[src/rtl/rfid_tx_sequencer.sv]
// rfid_tx_sequencer
//   Builds a 64-bit EM4100-style frame from a 40-bit tag ID and shifts it out
//   MSB-first toward the man_mod Manchester modulator, one bit every
//   BIT_CYCLES clocks. Frames can repeat with a silent gap of GAP_BITS bit
//   periods between them. A transmission can be aborted at any time.
//
// Ports
//   clk, rst     : system clock, asynchronous active-high reset
//   start        : one-cycle request, honoured only while idle
//   abort        : synchronous abort, beats every input except rst
//   repeat_en    : keep re-sending the latched frame while high
//   id_data[39:0]: tag ID, captured when start is accepted
//   busy         : not idle
//   done         : one-cycle pulse when the final frame has been sent
//   mod_enable   : man_mod in_enable, high while frame bits are on the wire
//   mod_data     : man_mod in_data, current frame bit (0 when disabled)
//   bit_strobe   : pulse on the first cycle of every transmitted bit
module rfid_tx_sequencer #(
  parameter int unsigned BIT_CYCLES = 16,
  parameter int unsigned GAP_BITS   = 4
) (
  input  logic        clk,
  input  logic        rst,
  input  logic        start,
  input  logic        abort,
  input  logic        repeat_en,
  input  logic [39:0] id_data,
  output logic        busy,
  output logic        done,
  output logic        mod_enable,
  output logic        mod_data,
  output logic        bit_strobe
);

  localparam int unsigned CYC_W   = (BIT_CYCLES > 1) ? $clog2(BIT_CYCLES) : 1;
  localparam int unsigned GAP_LEN = GAP_BITS * BIT_CYCLES;
  localparam int unsigned GAP_W   = (GAP_LEN > 1) ? $clog2(GAP_LEN) : 1;
  localparam logic [CYC_W-1:0] CYC_LAST = CYC_W'(BIT_CYCLES - 1);
  localparam logic [GAP_W-1:0] GAP_LAST = GAP_W'(GAP_LEN - 1);

  typedef enum logic [1:0] {
    IDLE,
    SEND,
    GAP
  } state_e;

  state_e           state_q, state_d;
  logic [63:0]      frame_q, frame_d;
  logic [CYC_W-1:0] cyc_q,   cyc_d;
  logic [5:0]       bit_q,   bit_d;
  logic [GAP_W-1:0] gap_q,   gap_d;

  logic busy_q,       busy_d;
  logic done_q,       done_d;
  logic mod_enable_q, mod_enable_d;
  logic mod_data_q,   mod_data_d;
  logic bit_strobe_q, bit_strobe_d;

  // Header of nine ones, ten rows of {nibble, even parity}, four column
  // parities, stop bit 0.
  function automatic logic [63:0] build_frame(input logic [39:0] id);
    logic [63:0] f;
    logic [3:0]  nib;
    logic [3:0]  col;
    f        = '0;
    col      = '0;
    f[63:55] = '1;
    for (int unsigned r = 0; r < 10; r++) begin
      nib = id[39 - 4*r -: 4];
      f[54 - 5*r -: 5] = {nib, ^nib};
      col = col ^ nib;
    end
    f[4:1] = col;
    f[0]   = 1'b0;
    return f;
  endfunction

  // State and datapath registers
  always_ff @(posedge clk or posedge rst) begin
    if (rst) begin
      state_q      <= IDLE;
      frame_q      <= '0;
      cyc_q        <= '0;
      bit_q        <= '0;
      gap_q        <= '0;
      busy_q       <= 1'b0;
      done_q       <= 1'b0;
      mod_enable_q <= 1'b0;
      mod_data_q   <= 1'b0;
      bit_strobe_q <= 1'b0;
    end else begin
      state_q      <= state_d;
      frame_q      <= frame_d;
      cyc_q        <= cyc_d;
      bit_q        <= bit_d;
      gap_q        <= gap_d;
      busy_q       <= busy_d;
      done_q       <= done_d;
      mod_enable_q <= mod_enable_d;
      mod_data_q   <= mod_data_d;
      bit_strobe_q <= bit_strobe_d;
    end
  end

  // Next state and counters
  always_comb begin
    state_d = state_q;
    frame_d = frame_q;
    cyc_d   = cyc_q;
    bit_d   = bit_q;
    gap_d   = gap_q;
    if (abort) begin
      state_d = IDLE;
      cyc_d   = '0;
      bit_d   = '0;
      gap_d   = '0;
    end else begin
      case (state_q)
        IDLE: begin
          if (start) begin
            state_d = SEND;
            frame_d = build_frame(id_data);
            cyc_d   = '0;
            bit_d   = 6'd63;
          end
        end
        SEND: begin
          if (cyc_q == CYC_LAST) begin
            cyc_d = '0;
            if (bit_q == 6'd0) begin
              gap_d   = '0;
              state_d = repeat_en ? GAP : IDLE;
            end else begin
              bit_d = bit_q - 6'd1;
            end
          end else begin
            cyc_d = cyc_q + 1'b1;
          end
        end
        GAP: begin
          if (gap_q == GAP_LAST) begin
            gap_d = '0;
            if (repeat_en) begin
              state_d = SEND;
              cyc_d   = '0;
              bit_d   = 6'd63;
            end else begin
              state_d = IDLE;
            end
          end else begin
            gap_d = gap_q + 1'b1;
          end
        end
        default: state_d = IDLE;
      endcase
    end
  end

  // Outputs are decoded from the next state so that the registered copies
  // line up with the state they describe (bit 63 appears the cycle after start).
  always_comb begin
    busy_d       = (state_d != IDLE);
    mod_enable_d = (state_d == SEND);
    mod_data_d   = mod_enable_d & frame_d[bit_d];
    bit_strobe_d = mod_enable_d && (cyc_d == '0);
    done_d       = !abort && (state_q != IDLE) && (state_d == IDLE);
  end

  assign busy       = busy_q;
  assign done       = done_q;
  assign mod_enable = mod_enable_q;
  assign mod_data   = mod_data_q;
  assign bit_strobe = bit_strobe_q;

endmodule

[config.mk]
export PLATFORM = sky130hd
export DESIGN_NAME = rfid_tx_sequencer
export DESIGN_NICKNAME = d
export VERILOG_FILES = /design/src/rtl/rfid_tx_sequencer.sv
export SDC_FILE = /design/constraint.sdc
export NUM_CORES = 1
export LEC_CHECK = 0
export BUFFER_PORTS_ARGS = -buffer_cell sky130_fd_sc_hd__buf_2
export CORE_UTILIZATION = 53
export CTS_BUF_LIST = sky130_fd_sc_hd__clkbuf_8
export CTS_CLUSTER_DIAMETER = 60
export CTS_CLUSTER_SIZE = 40
export DETAILED_ROUTE_END_ITERATION = 16
export PLACE_DENSITY = 0.76
export SLEW_MARGIN = 20
export SYNTH_ARGS = -nofsm -noshare
export SYNTH_HDL_FRONTEND = slang
export SYNTH_SLANG_ARGS = --single-unit
[constraint.sdc]
create_clock -name clk -period 2.93 [get_ports clk]
set_input_delay 0.7325 -clock clk [delete_from_list [all_inputs] [get_ports clk]]
set_output_delay 0.7325 -clock clk [all_outputs]
set_load 0.02 [all_outputs]
# Word-level counts from Yosys, hierarchy flattened
# Index checks and enable logic that the tools add are counted.
[totals] regBits=87 elab_cells=84
[op_classes] n_addsub=3 order_cmp=1 n_eq_ne=7 n_mux=31 n_bitwise=10 n_reduce_logical=22
[ops] operator="64-bit 2-to-1 mux" n=3
[ops] operator="6-bit 2-to-1 mux" n=10
[ops] operator="4-bit XOR reduction" n=10
[ops] operator="4-bit bitwise XOR" n=9
[ops] operator="4-bit 2-to-1 mux" n=5
[ops] operator="6-bit case mux with 3 select lines" n=1
[ops] operator="2-bit 2-to-1 mux" n=6
[ops] operator="4-bit case mux with 3 select lines" n=1
[ops] operator="6-bit case mux with 2 select lines" n=1
[ops] operator="6-bit by 7-bit less-than comparator with 1-bit output, second input constant" n=1
[ops] operator="6-bit by 1-bit adder with 6-bit output, second input constant" n=1
[ops] operator="1-bit binary-select mux with 6-bit select" n=1
[ops] operator="6-bit == test, second input constant" n=1
[ops] operator="6-bit logical NOT" n=1
[ops] operator="3-bit != test, second input constant" n=2
[ops] operator="2-bit case mux with 3 select lines" n=1
[ops] operator="6-bit by 1-bit subtractor with 6-bit output, second input constant" n=1
[ops] operator="4-bit by 1-bit adder with 4-bit output, second input constant" n=1
[ops] operator="2-bit by 1-bit == test with 1-bit output, second input constant" n=2
[ops] operator="4-bit == test, second input constant" n=1
[ops] operator="2-bit logical NOT" n=2
[ops] operator="4-bit logical NOT" n=1
[ops] operator="2-bit nonzero test" n=2
[ops] operator="1-bit logical AND" n=3
[ops] operator="other kinds (6)" n=7

# Longest topological paths before layout
# Gate-level depths: netlist (run 1).
[logic_depth] word_depth=15 depth_mapped=13

# Least setup slack after synthesis (run 1)
# Ideal clock, no wire load.
[synth_timing] kind="register -> register" startpoint="register bit_q[0]" endpoint="register mod_data_q (netlist: mod_data)" setup_time_ns=0.144 arrival_time_ns=2.786 required_time_ns=2.786 path_slack_ns=0.000 stages_incl_launch_ff=13 path_buffers=3 path_cell_list="dfrtp_1 > inv_1 > ha_1 > or4b_1 > buf_2 > o2111a_1 > a311oi_2 > buf_6 > buf_2 > mux2i_1 > o22ai_1 > o311ai_1 > a41oi_2"
[synth_via] elab_chain_len=8 elab_cells_between_ends=17
[synth_rtl] element="start, declared" line_no="50" source="logic [5:0] bit_q, bit_d;"
[synth_rtl] element="start signal, assigned" line_no="95" source="bit_q <= bit_d;"
[synth_rtl] element="6-bit by 1-bit subtractor with 6-bit output or 6-bit logical NOT (tied branches)" line_no="134, 130"
[synth_rtl] element="6-bit 2-to-1 mux" line_no="130" source="if (bit_q == 6'd0) begin"
[synth_rtl] element="6-bit 2-to-1 mux" line_no="128" source="if (cyc_q == CYC_LAST) begin"
[synth_rtl] element="6-bit case mux with 3 select lines *" line_no="118" source="case (state_q)"
[synth_rtl] element="6-bit 2-to-1 mux *" line_no="112" source="if (abort) begin"
[synth_rtl] element="named net bit_d[0]" line_no="50"
[synth_rtl] element="1-bit binary-select mux with 6-bit select *" line_no="164" source="mod_data_d = mod_enable_d & frame_d[bit_d];"
[synth_rtl] element="1-bit 2-to-1 mux (implied by the code) *" line_no="164"
[synth_rtl] element="1-bit AND *" line_no="164"
[synth_rtl] element="named net mod_data_d" line_no="56" source="logic mod_data_q, mod_data_d;"
[synth_rtl] element="end signal, assigned" line_no="100" source="mod_data_q <= mod_data_d;"
[synth_rtl] element="end, declared" line_no="56"
# Mark *: on every way through the listed nets, which the timed path passes. The rest lies on a longest branch. The select of a mux whose other input is x is not followed.
# A chain may end at the register's enable or synchronous reset.

# Worst setup path in the final report (run 1)
[layout_timing] startpoint="register bit_q[1]" endpoint="register mod_data_q (netlist: mod_data)"
[layout_via] elab_chain_len=8 elab_cells_between_ends=17
[layout_rtl] element="6-bit by 1-bit subtractor with 6-bit output or 6-bit logical NOT (tied branches)" line_no="134, 130"
[layout_rtl] element="6-bit 2-to-1 mux" line_no="130"
[layout_rtl] element="6-bit 2-to-1 mux" line_no="128"
[layout_rtl] element="6-bit case mux with 3 select lines" line_no="118"
[layout_rtl] element="6-bit 2-to-1 mux" line_no="112"
[layout_rtl] element="1-bit binary-select mux with 6-bit select" line_no="164"
[layout_rtl] element="1-bit 2-to-1 mux (implied by the code)" line_no="164"
[layout_rtl] element="1-bit AND *" line_no="164"
[layout_rtl] element="named net mod_data_d" line_no="56"
# Marks and branches as above.

==> metrics.txt, run 1 <==
crit path max-delay cell type=or4b_4; RSZ-0062 raised after global routing=yes; Final Max Slew Viols=0; initial drt markers=194; clock sinks=87; grt ovf=0; clock slew at reported path FFs=90 ps; Die ar.=0.00982 sq mm; Async SR Flop Fraction=1.00; WS Path Type=reg2reg; drt total wl=12200 microns; hold endpoint=frame_q[58]$_DFF_PP0_; count leader, synth=dfrtp_1; average footprint of a synthesized cell=10.3 sq um; Max IR drop VDD=340 uV; gpl congestion=0.831; overall die height=99.1 microns; dpl ws=-146 ps; fraction of layout cells with a size suffix above 1=0.309; CTS root buf=clkbuf_8; crit end category=flop; FF-to-FF Start=bit_q[1]$_DFF_PP0_; routed via count=4013; Final Hold Viols=0; die width=99.1 microns; Setup WS post-layout=-71.1 ps; Max-Cap Viols=0; violated checks=negative setup slack; FF-to-FF End=mod_data$_DFF_PP0_; top cells by area, synth=dfrtp_1, xnor2_1, mux2_2; Synth top area share=0.436; CTS H-tree depth=3; Total Routing Usage GR=0.258; Cell Area, Synth=0.00500 sq mm; DR DRC count=0; Post-synth EDFFs=0; design area=0.00604 sq mm; most frequent CP cell=buf_6; vias in the first global route=3981; ys flop type=dfrtp_1; first-pass GRT wire length=19700 microns; flops & latches, synth=87; Worst-Skew Late Latency=370 ps; Period Utilization, post-route=1.02; Pleak=2.62 nW; CTS tree=built; vias per cell=5.82; Yosys cell types=61; final setup vio count=1; Area growth syn-to-layout=20.8%; Detailed Routing Iterations Pass 1=5; Hold Worst Slack=465 ps; Worst setup SP type=flop; CP required=3210 ps; Num CTS Buffers=9; CP Max Fanout=6; Warnings, synthesis=0; Worst slew margin=0.485; most common library cells after synthesis=dfrtp_1, xnor2_1, nand2_1; Reg2Reg Setup Slack=-70 ps; Largest stage delay, worst path=480 ps; Clock Tree Buf Depth=2; nets@finish=623; cell breakdown of the critical path=inv_2 > ha_1 > or4b_4 > buf_6 > o211a_4 > a211o_1 > nand2_4 > buf_6 > mux2_2 > a32oi_2 > nand3_2 > a41oi_2; placed cell areas=0.00561 sq mm; Cell Pwr Density=539 mW/mm^2; Mapped Nets=533; overall power after layout=3.25 mW; IO buf count=49; Layout Cells excl Fill=690; # IOs=50; Min-Delay Path Depth=1; setup TNS=-71.1 ps; worst slew pin tran=771 ps; initial antenna violation count=0; CP Data Arrival Time=3280 ps; number of antenna-violating nets in the routed design=0; # diodes=0; Max Freq=0.333 GHz; cell accounting for the most synthesized area=dfrtp_1; Final Core Density=0.656; post-DP HPWL=8420 microns; Reg2Reg Depth=12; routed len/inst=17.6 microns; HP Start=frame_q[58]$_DFF_PP0_; skew final=16.7 ps; Tmin final=3000 ps; core area=0.00920 sq mm; status=complete, but fails checks; Rows=35; Mapped Cells=484; placed cell count=659; worst hold path class=reg2reg; largest net degree at the start of global routing=40; post-synthesis sequential area ratio=0.436; Initial Utilization=0.543
[how the worst max path moves through the flow]
stage	startpoint	end	slack [ps]	cells past startpoint
2_1_floorplan	bit_q[0]$_DFF_PP0_	mod_data$_DFF_PP0_	30	12
3_3_place_gp	bit_q[0]$_DFF_PP0_	mod_data$_DFF_PP0_	20	11
3_5_place_dp	bit_q[1]$_DFF_PP0_	mod_data$_DFF_PP0_	-150	11
4_1_cts	bit_q[1]$_DFF_PP0_	mod_data$_DFF_PP0_	-10	13
5_1_grt	bit_q[1]$_DFF_PP0_	mod_data$_DFF_PP0_	-140	12
6_report	bit_q[1]$_DFF_PP0_	mod_data$_DFF_PP0_	-70	12
[cell type report]
| class | instances | area, sq um |
|---|---|---|
| fillers | 691 | 3160 |
| clock inverters | 7 | 81.3 |
| flip-flops and latches | 87 | 2180 |
| inverters | 12 | 48.8 |
| well taps | 111 | 139 |
| multi-input cells | 360 | 2710 |
| repair buffers | 104 | 762 |
| clock buffers | 9 | 124 |
[worst max-delay path, delay by kind of cell (launching register included)]
family | cells | cell delay, ps
compound gates | 4 | 970
buf+inv | 3 | 350
mux | 1 | 340
simple gates | 3 | 710
fa+ha+maj | 1 | 120
flops | 1 | 410
[flip-flops by register name, indices dropped and copies added (netlist names)]
signal,count
frame_q,64
bit_strobe,1
gap_q,6
cyc_q,4
bit_q,6
mod_data,1
mod_enable,1
state_q,2
done,1
busy,1
[kinds of logic (layout without fill, tap and decap cells)]
kind of cell,Yosys count,count (layout),synth area share
DFF,87,87,0.436
and+or+nand+nor,137,137,0.130
muxes,64,64,0.137
AOI/OAI and AO/OA,89,89,0.127
xor gates and xnor gates,66,66,0.121
adders and majority gates,4,4,0.0100
buffers and inverters,37,132,0.0393
[power breakdown]
group	total (mW)	internal (mW)	switching, mW	leakage, nW
clock	0.891	0.408	0.483	0.105
combinational	0.930	0.446	0.484	1.48
sequential	1.43	1.37	0.0593	1.04
[repair_timing]
action	CTS	global route
setup endpoints to repair	1	1
pin swaps	7	13
gates resized for setup	15	10
setup buffers	5	10
gates cloned	2	0
hold buffers	0	0
[metal layers]
metal | routed length (microns) | up-vias | part of all wire | global-route usage
li1 | - | 1881 | - | -
met1 | 5380 | 1951 | 0.44 | 0.354
met2 | 5810 | 153 | 0.48 | 0.403
met3 | 670 | 28 | 0.055 | 0.0534
met4 | 308 | 0 | 0.025 | 0.107
met5 | 0 | - | 0 | 0
[placed cells by master, fill, tap and decap left out, types with 4 or more instances in the layout]
cell type	netlist	final
or2_2	8	8
buf_6	2	7
nor2b_1	7	7
buf_2	8	49
nand3_1	5	4
a31oi_1	6	6
clkbuf_8	0	9
nand2_1	47	47
xnor2_1	60	60
o21ai_0	15	15
inv_1	10	8
xor2_1	4	4
a211o_1	4	4
nor2_1	36	36
nand2b_1	7	7
buf_12	2	4
o211ai_1	4	4
ha_1	4	4
buf_4	0	42
nor3_1	7	7
mux2_2	35	33
dfrtp_1	87	87
mux2i_1	29	28
and3_1	4	4
a21oi_1	22	21
Note: power is estimated with default switching activity, not from simulation.
==> run 2, diff against run 1 <==
Settings changed: ABC_AREA set to 1, PLACE_DENSITY 0.76 to 0.75.
==> metrics.txt, run 2 <==
clock sinks=87; worst hold path class=reg2reg; ys flop type=dfrtp_1; global-route track usage on met1=0.393; Post-synth EDFFs=0; nets@finish=790; post-synthesis sequential area ratio=0.414; Setup WS post-layout=381 ps; met3 Use GR=0.0449; Num CTS Buffers=9; Async SR Flop Fraction=1.00; cell accounting for the most synthesized area=dfrtp_1; average footprint of a synthesized cell=7.56 sq um; count leader, synth=nand2_1; Worst slew margin=0.501; most flop-heavy register=frame_q; routed len/inst=14.5 microns; CTS H-tree depth=3; first-pass GRT wire length=21600 microns; Max IR drop VDD=259 uV; GR peak layer=met2; CTS tree=built; commonest cells after routing, fill and taps aside=nand2_1, nand3_1, dfrtp_1; gpl congestion=0.928; DR DRC count=0; post-DP HPWL=9300 microns; Post CTS Setup Buffer Count=0; initial drt markers=393; CP Max Fanout=34; RSZ-0062 raised after global routing=no; vias in the first global route=4368; vias per cell=5.29; Detailed Routing Iterations Pass 1=5; core area=0.00942 sq mm; Tmin final=2550 ps; # diodes=0; final setup vio count=0; setup TNS=0 ps; hold_buf cts=0; # fillers=843; Period Utilization, post-route=0.870; Warnings, synthesis=0; initial antenna violation count=0; Area growth syn-to-layout=10.8%; Final Max Slew Viols=0; CTS root buf=clkbuf_8; Post-CTS Resized=0; fraction of layout cells with a size suffix above 1=0.150; Max-Cap Viols=0; flops & latches, synth=87; worst slew pin tran=747 ps; most common library cells after synthesis=nand2_1, nand3_1, dfrtp_1; crit end category=flop; drt total wl=12700 microns; number of flip-flops in the largest register=64; # IOs=50; die width=102 microns; Die ar.=0.0103 sq mm; Rows=35; Yosys cell types=39; area of the multi-input gates=0.00267 sq mm; largest net degree at the start of global routing=65; overall die height=102 microns; Min-Delay Path Depth=1; Total Routing Usage GR=0.271; Top Registers=frame_q (64), bit_q (6), gap_q (6); dpl ws=238 ps; clock slew at reported path FFs=90 ps; Cell Pwr Density=516 mW/mm^2; WS Path Type=reg2reg; status=completed; Reg2Reg Depth=17; Mapped Nets=744; top cells by area, synth=dfrtp_1, nand2_1, nand3_1; register area=0.00218 sq mm; skew final=9.11 ps; Pleak=2.96 nW; routed via count=4631; Mapped Cells=695; Initial Utilization=0.558; IO buf count=49; CP required=3220 ps; met2 usage=0.422; Worst setup SP type=flop; Final Hold Viols=0; Clock Tree Buf Depth=2; Worst-Skew Late Latency=360 ps; commonest non-fill, non-tap cell in the layout=nand2_1; number of antenna-violating nets in the routed design=0; Max Freq=0.392 GHz; Synth top area share=0.414; grt ovf=0; CP Data Arrival Time=2840 ps; Cell Area, Synth=0.00526 sq mm
run 2: changes by cell type in the layout (fill, tap and decap cells not counted), sizes merged, moves of 8 or more:
cell   change
nand2    +186
buf       -43
xor2      +14
mux2i     -23
inv       +52
xnor2     -22
nor2      -15
o21ai      +8
nand3    +113
mux2      -35
run 2: layout make-up:
class,instances,share of cell area
clock buffer,10,0.0236
clock inverter,6,0.00645
inverter,67,0.0438
multi-input combinational,515,0.458
sequential,87,0.374
tap,129,0.0277
timing repair buffer,61,0.0662
run 2: final timing paths:
check / startpoint / endpoint / slack [ps]
worst max register to register: gap_q[0]$_DFFE_PP0P_ / mod_data$_DFF_PP0_ / 380
max in group asynchronous: rst / frame_q[43]$_DFF_PP0_ / 1840
worst min-delay path: frame_q[55]$_DFF_PP0_ / frame_q[55]$_DFF_PP0_ / 460
min in group asynchronous: rst / gap_q[2]$_DFFE_PP0P_ / 480
worst min register to register: frame_q[55]$_DFF_PP0_ / frame_q[55]$_DFF_PP0_ / 460
worst max-delay path: gap_q[0]$_DFFE_PP0P_ / mod_data$_DFF_PP0_ / 380
run 2: where the power goes:
| part | leakage [nW] | internal (mW) | switching [mW] |
|---|---|---|---|
| logic | 1.81 | 0.300 | 0.534 |
| clock network | 0.0895 | 0.326 | 0.425 |
| registers | 1.06 | 1.36 | 0.0544 |
run 2: metal layers:
metal | share of wire | vias to the layer above
met3 | 0.060 | 19
li1 | - | 2320
met5 | 0 | -
met2 | 0.46 | 138
met1 | 0.47 | 2154
met4 | 0.013 | 0
run 2: cell families after synthesis:
family / Yosys count / synth area share
compound gates: 55 / 0.0624
xor+xnor: 56 / 0.0933
fa+ha+maj: 4 / 0.00952
buf+inv: 93 / 0.0793
flops: 87 / 0.414
mux: 6 / 0.0114
simple gates: 394 / 0.330
run 2: critical path, stage by stage (launching register included):
cell     delay [ps]
dfrtp_1         390
ha_1            180
nand2_1          80
nor2_2          150
nand2_1         180
nor2_4          220
a21oi_2          70
nand2_4         170
nand2_4         240
inv_2           190
nand2_1          70
nand3_1          60
nand3_1          80
nand3_1          70
nand2_1          50
a21oi_1         110
nor2_1           50
nor2_1          100
run 2: per-stage QoR:
stage / instance area [sq um] / instances / total power, mW / utilization / hold WS, ps
detailed placement: 5650 / 859 / 2.26 / 0.600 / 439
floorplan: 5260 / 695 / 2.02 / - / 426
CTS: 5820 / 875 / 3.02 / 0.618 / 458
finish: 5820 / 875 / 3.00 / 0.618 / 458
global placement: 5650 / 859 / 2.24 / 0.600 / 437
global route: 5820 / 875 / 3.19 / 0.618 / 467
